## config.mk

```make
export PLATFORM = sky130hd
export DESIGN_NAME = alu_arbiter
export DESIGN_NICKNAME = d
export VERILOG_FILES = /design/src/rtl/alu_arbiter.sv
export SDC_FILE = /design/constraint.sdc
export NUM_CORES = 1
export LEC_CHECK = 0
export CAP_MARGIN = 20
export CORE_MARGIN = 10
export CORE_UTILIZATION = 40
export DETAILED_ROUTE_END_ITERATION = 6
export GPL_TIMING_DRIVEN = 0
export PLACE_DENSITY = 0.82
export SETUP_SLACK_MARGIN = 0.05
export SYNTH_ARGS = -nofsm -noshare
export SYNTH_HDL_FRONTEND = slang
export SYNTH_SLANG_ARGS = --single-unit
```

## constraint.sdc

```tcl
create_clock -name i_clk -period 3.1 [get_ports i_clk]
set_input_delay 0.31 -clock i_clk [delete_from_list [all_inputs] [get_ports i_clk]]
set_output_delay 0.31 -clock i_clk [all_outputs]
set_load 0.01 [all_outputs]
```

## src/rtl/alu_arbiter.sv

```systemverilog
// Two requesters share one single-cycle ALU: round-robin issue, one result slot per requester.
// Latency: accept T, ALU issue T+1, result T+2, response T+3; response back-pressure stalls only its own requester.
module alu_arbiter #(
  parameter int DATA_W = 8,
  parameter int INST_W = 3,
  parameter int CNT_W  = 16
) (
  input  logic              i_clk,
  input  logic              i_rst,
  input  logic              i_req0_valid,
  output logic              o_req0_ready,
  input  logic [DATA_W-1:0] i_req0_data_a,
  input  logic [DATA_W-1:0] i_req0_data_b,
  input  logic [INST_W-1:0] i_req0_inst,
  input  logic              i_req1_valid,
  output logic              o_req1_ready,
  input  logic [DATA_W-1:0] i_req1_data_a,
  input  logic [DATA_W-1:0] i_req1_data_b,
  input  logic [INST_W-1:0] i_req1_inst,
  output logic              o_rsp0_valid,
  input  logic              i_rsp0_ready,
  output logic [DATA_W-1:0] o_rsp0_data,
  output logic              o_rsp1_valid,
  input  logic              i_rsp1_ready,
  output logic [DATA_W-1:0] o_rsp1_data,
  output logic              o_alu_valid,
  output logic [DATA_W-1:0] o_alu_data_a,
  output logic [DATA_W-1:0] o_alu_data_b,
  output logic [INST_W-1:0] o_alu_inst,
  input  logic              i_alu_valid,
  input  logic [DATA_W-1:0] i_alu_data,
  output logic [CNT_W-1:0]  o_cnt0,
  output logic [CNT_W-1:0]  o_cnt1,
  output logic              o_err
);

  typedef enum logic [1:0] {FREE = 2'd0, ISSUE = 2'd1, WAIT = 2'd2, HELD = 2'd3} slot_e;

  slot_e             slot   [2];
  logic [DATA_W-1:0] result [2];
  logic [CNT_W-1:0]  cnt    [2];
  logic              tag;
  logic              last_grant;
  logic [1:0]        req_valid, rsp_ready, elig, grant, rsp_valid, rsp_hs;
  logic              any_issue, any_wait, alu_hit, alu_spur;

  assign req_valid = {i_req1_valid, i_req0_valid};
  assign rsp_ready = {i_rsp1_ready, i_rsp0_ready};

  // Only one command may occupy the issue stage, so nobody is eligible while either slot is in ISSUE.
  assign any_issue = (slot[0] == ISSUE) || (slot[1] == ISSUE);
  assign any_wait  = (slot[0] == WAIT)  || (slot[1] == WAIT);
  assign elig[0]   = ~i_rst & req_valid[0] & (slot[0] == FREE) & ~any_issue;
  assign elig[1]   = ~i_rst & req_valid[1] & (slot[1] == FREE) & ~any_issue;

  // last_grant = 1 means requester 1 won last, so requester 0 takes a tie.
  assign grant[0] = elig[0] & (~elig[1] | last_grant);
  assign grant[1] = elig[1] & (~elig[0] | ~last_grant);

  assign rsp_valid[0] = ~i_rst & (slot[0] == HELD);
  assign rsp_valid[1] = ~i_rst & (slot[1] == HELD);
  assign rsp_hs       = rsp_valid & rsp_ready;

  assign alu_hit  = i_alu_valid & (slot[tag] == WAIT);
  assign alu_spur = i_alu_valid & ~any_wait;

  assign o_req0_ready = grant[0];
  assign o_req1_ready = grant[1];
  assign o_rsp0_valid = rsp_valid[0];
  assign o_rsp1_valid = rsp_valid[1];
  assign o_rsp0_data  = result[0];
  assign o_rsp1_data  = result[1];
  assign o_cnt0       = cnt[0];
  assign o_cnt1       = cnt[1];

  always_ff @(posedge i_clk) begin
    if (i_rst) begin
      for (int n = 0; n < 2; n++) begin
        slot[n]   <= FREE;
        result[n] <= '0;
        cnt[n]    <= '0;
      end
      tag          <= 1'b0;
      last_grant   <= 1'b1;
      o_alu_valid  <= 1'b0;
      o_alu_data_a <= '0;
      o_alu_data_b <= '0;
      o_alu_inst   <= '0;
      o_err        <= 1'b0;
    end else begin
      for (int n = 0; n < 2; n++) begin
        case (slot[n])
          FREE:  if (grant[n]) slot[n] <= ISSUE;
          ISSUE: slot[n] <= WAIT;
          WAIT: begin
            if (alu_hit && (int'(tag) == n)) begin
              slot[n]   <= HELD;
              result[n] <= i_alu_data;
            end
          end
          HELD: begin
            if (rsp_hs[n]) begin
              slot[n] <= FREE;
              if (cnt[n] != {CNT_W{1'b1}}) cnt[n] <= cnt[n] + CNT_W'(1);
            end
          end
          default: slot[n] <= FREE;
        endcase
      end

      if (|grant) begin
        o_alu_valid  <= 1'b1;
        o_alu_data_a <= grant[1] ? i_req1_data_a : i_req0_data_a;
        o_alu_data_b <= grant[1] ? i_req1_data_b : i_req0_data_b;
        o_alu_inst   <= grant[1] ? i_req1_inst   : i_req0_inst;
        tag          <= grant[1];
        last_grant   <= grant[1];
      end else begin
        o_alu_valid <= 1'b0;
      end

      if (alu_spur) o_err <= 1'b1;
    end
  end

endmodule

```

=== Yosys cells after proc, flatten, opt, wreduce, memory -nomap -nowiden ===
Memory sizes are Yosys's and may differ from the RTL's. A register that Yosys moved wholly into a read port is not among the register bits.
Cells that the tools add are included.

* Register bits: 23
* Memory bits (writable): 52
* Bits of input ports: 53
* Output and inout bits: 73
* Logic and storage cells: 122
* Memories kept: 3

* $add $sub $neg: 2
* Equal/unequal tests: 9
* Muxes and demuxes: 60
* Bitwise operators: 34
* Reductions and logical operators: 7

{| class="wikitable"
|+ Memory list
! name !! depth !! width !! rd ports !! clocked after Yosys merged registers in !! wr ports !! RTL line !! text
|-
| cnt || 2 || 16 || 2 || 0 || 2 || 41 || <nowiki>logic [CNT_W-1:0] cnt [2];</nowiki>
|-
| result || 2 || 8 || 2 || 0 || 2 || 40 || <nowiki>logic [DATA_W-1:0] result [2];</nowiki>
|-
| slot || 2 || 2 || 3 || 1 || 2 || 39 || <nowiki>slot_e slot [2];</nowiki>
|}

{| class="wikitable"
|+ Operator list
! cell !! count
|-
| 1-bit two-way mux || 45
|-
| 16-bit by 1-bit adder with 16-bit output (second input constant) || 2
|-
| 16-bit two-way mux || 2
|-
| 8-bit two-way mux || 4
|-
| 16-bit inequality test (second input constant) || 2
|-
| 2-bit two-way mux || 8
|-
| 1-bit OR || 14
|-
| 1-bit bitwise AND || 12
|-
| 2-bit == test (second input constant) || 5
|-
| 1-bit NOT || 7
|-
| 2-bit by 1-bit == test with 1-bit output (second input constant) || 2
|-
| 2-bit logical NOT || 2
|-
| 3-bit two-way mux || 1
|-
| 2-bit bitwise AND || 1
|-
| 1-bit logical AND || 2
|-
| 1-bit logical OR || 2
|-
| 2-bit OR reduction || 1
|}

=== Depth between registers and ports, before layout ===
* Word-level depth: 15
* Depth in mapped cells: 6
* Depth with buffers taken out: 5

=== Worst setup path before layout ===
OpenSTA, ideal clock, no wires.

* Path type: reg2reg
* From: memory cnt[0][0]
* To: memory cnt[0][0] (enable)
* Library setup time: 375 ps
* Data arrival time: 1629 ps
* Data required time: 2725 ps
* Path slack: 1096 ps
* Stages on the path, launching flop included: 6
* Path buffers: 0
* Period minus slack after synthesis: 2004 ps
* Path through: edfxtp_1 -> ha_1 -> nand2_1 -> nor3_2 -> a41o_1 -> nand2b_1

{| class="wikitable"
|+ RTL lines
! what !! RTL line
|-
| from (decl) || 41
|}

==> summary.md <==
| Metric | Value |
|---|---|
| Reg2reg path depth | 4 |
| Worst vdd ir | 284 µV |
| Nets | 541 |
| DP Wirelength | 8150 µm |
| Worst Path Arrival | 2.54 ns |
| Layout area overhead | 40.5% |
| Final Util | 58.0% |
| Status | completed |
| Netlist cell types | 52 |
| Leak | 1.93 nW |
| Routed len/inst | 17.1 µm |
| Die Height | 121 µm |
| Clock sink total | 76 |
| Critical path's largest stage delay | 0.55 ns |
| Max Slew Vio Count | 0 |
| Starting Density | 41.3% |
| Synth Warn # | 0 |
| Synthesized netlist net count | 405 |
| First-pass GRT wire length | 17000 µm |
| Synthesized area | 0.00407 mm² |
| I/O Pins | 126 |
| Vias per cell | 5.22 |
| Clk pwr share | 27.9% |
| Hold buffer count at cts | 0 |
| Largest net degree at the start of global routing | 17 |
| Clock latency on the worst-skew pair | 0.35 ns |
| Required time of the critical path | 2.79 ns |
| # setup viols final | 0 |
| Postcts setup bufs | 0 |
| Drt pass-1 iters | 4 |
| Hold Crit Depth | 2 |
| Rel. slew slack | 48.8% |
| Initial antenna violation count | 0 |
| Clk slew on worst S/H paths | 0.07 ns |
| Vias in the first global route | 3346 |
| Critical path's top delay family | simple AND/OR/NAND/NOR gates |
| Total GRT Usage | 14.3% |
| Part of the power in combinational logic | 28.5% |
| Async set or reset register ratio after synthesis | 0% |
| Max Root-Sink Buffers | 2 |
| Pwr dens | 559 mW/mm² |
| Sw Ratio | 29.0% |
| Met2 GRT Util | 24.0% |
| Routability Congestion | 0.839 |
| Net Switching | 0.926 mW |
| Grt met3 use | 4.37% |
| Prevailing post-synth register cell | edfxtp_1 |
| Gr busiest metal | met2 |
| Worst-Margin Slew | 0.768 ns |
| Critical-path maximum fanout | 10 |
| Vias | 3255 |
| Met1 Usage GRT | 16.9% |
| Die ar. | 0.0146 mm² |
| Clock Root Buffer | clkbuf_8 |
| Core area | 0.00986 mm² |
| Crit-path cells | nor2b_2, or4_4, a21oi_4, buf_12, clkdlybuf4s50_1 |
| Syn Inst Count | 350 |
| EDFF count, synth | 52 |
| Row Count | 36 |
| Hold Path Class | reg2reg |
| Fmax | 351 MHz |
| Gr ovfl total | 0 |
| Worst Skew | 0.0154 ns |
| Register share of total power | 43.6% |
| WS Path Type | reg2out |
| Max Cap Viol | 0 |
| Critical path's slowest cell | clkdlybuf4s50_1 |
| Final Cycle Share | 91.9% |
| Critical path depth | 5 |
| Hold violation count in the final report | 0 |
| CTS tree | done |
| Htree depth | 3 |
| # port buffers | 125 |
| DR DRC count | 0 |
| TritonCTS buffer count | 9 |
| Sequential fraction of the synthesis area | 50.2% |
| Detail Route Antenna Nets | 0 |
| Proportion of layout cells with a drive suffix above 1 | 11.6% |
| Register bit total from synthesis | 76 |
| ANT cells | 0 |
| Initial drt markers | 218 |
| Post-route minimum period | 2.85 ns |
| Die width | 121 µm |
| Fill cell count | 811 |
| Post-CTS Resized | 0 |
| Avg Inst Size Synth | 11.6 µm² |
| Buf/Inv on CP | 2 |
| RSZ-0062 raised after global routing | no |
| Drt total wl | 10700 µm |
| CP Capture Type | output pin |
| Pint | 2.27 mW |
| Final TNS setup | 0 ns |
| Startpoint types | flop |
-- path summary, 6_finish.rpt --
kind	start	end	slack [ns]
hold / removal	o_err	o_err	0.50
setup reg to reg	cnt[0][18]	cnt[0][19]	0.72
setup / recovery	slot[1][0]	o_req0_ready	0.25
hold reg to reg	o_err	o_err	0.50
-- flip-flops by register name, indices dropped and copies added (netlist names), named ones only --
name          flops
cnt              32
result           16
o_alu_data_a      8
o_alu_data_b      8
slot              4
o_alu_inst        3
last_grant        1
o_alu_valid       1
o_err             1
tag               1
-- worst min-delay path: stages (launching register included) --
cell and delay [ns]:
dfxtp_1 0.34, a31oi_1 0.04, nor2_1 0.08
-- cell type report --
cell class	count	area, µm²	share of cell area [%]
timing repair buffer	125	1250	21.9
clock buffer	10	128	2.23
tap	133	166	2.91
sequential	76	2040	35.7
buffer	17	128	2.23
inverter	25	93.8	1.64
clock inverter	6	104	1.82
multi-input combinational	232	1810	31.6
-- cells in the mapped netlist, types with 3 or more instances --
cell type	instances	share of area (%)
a21oi_1	31	3.8
a221oi_2	19	7.0
and2_1	10	1.5
and2b_1	3	0.55
and4_1	4	0.86
buf_2	7	0.86
clkbuf_1	4	0.37
dfxtp_1	24	12
edfxtp_1	52	38
inv_1	25	2.3
mux2i_1	19	4.7
nand2_1	11	1.0
nand2b_1	8	1.2
nand3_1	14	1.7
nand4_1	8	1.2
nor2_1	5	0.46
nor2b_1	3	0.46
nor3_1	6	0.74
nor4_1	8	1.2
o21ai_0	4	0.49
o21bai_1	19	3.5
xnor2_1	17	3.7
xor2_1	9	1.9
-- layer usage --
layer,wire (µm),vias up
li1,-,1592
met1,4640,1569
met2,5260,88
met3,665,6
met4,96,0
met5,0,-
-- power by group through the flow --
stage / clock network [mW] / logic, mW / registers, mW
floorplan: 0 / 0.456 / 1.44
global placement: 0 / 0.900 / 1.40
detailed placement: 0 / 0.921 / 1.41
CTS: 0.909 / 0.923 / 1.39
global route: 0.953 / 0.987 / 1.42
finish: 0.892 / 0.911 / 1.39
-- cells in the final DEF, fill, tap and decap left out, types with 3 or more instances in the layout --
cell             count
clkdlybuf4s50_1    125
edfxtp_1            52
a21oi_1             31
inv_1               25
dfxtp_1             24
mux2i_1             19
o21bai_1            19
a221oi_2            19
xnor2_1             17
nand3_1             14
nand2_1             11
and2_1              10
xor2_1               9
clkbuf_8             9
nand2b_1             8
nand4_1              8
nor4_1               8
buf_2                7
nor3_1               6
clkbuf_1             5
nor2_1               5
o21ai_0              4
and4_1               4
nor2b_1              3
and2b_1              3
bufinv_16            3
-- cells by family (layout without fill, tap and decap cells) --
group | Yosys count | count (layout) | share of synthesized area (%)
buffers and inverters | 42 | 183 | 5.44
muxes | 19 | 19 | 4.67
AOI/OAI and AO/OA | 89 | 89 | 18.6
xor gates and xnor gates | 26 | 26 | 5.59
and+or+nand+nor | 96 | 96 | 14.9
DFF | 76 | 76 | 50.2
adders and majority gates | 2 | 2 | 0.615
-- through the flow --
step | area, µm² | setup WS [ns] | hold WS [ns] | power (mW) | std cells
after CTS | 5720 | 0.214 | 0.503 | 3.23 | 624
after detailed placement | 5490 | 0.311 | 0.486 | 2.33 | 608
after global routing | 5720 | 0.137 | 0.502 | 3.36 | 624
after global placement | 5490 | 0.313 | 0.459 | 2.31 | 608
final | 5720 | 0.252 | 0.496 | 3.19 | 624
after floorplan | 4070 | 1.10 | 0.454 | 1.90 | 350
(Power assumes the default switching activity.)
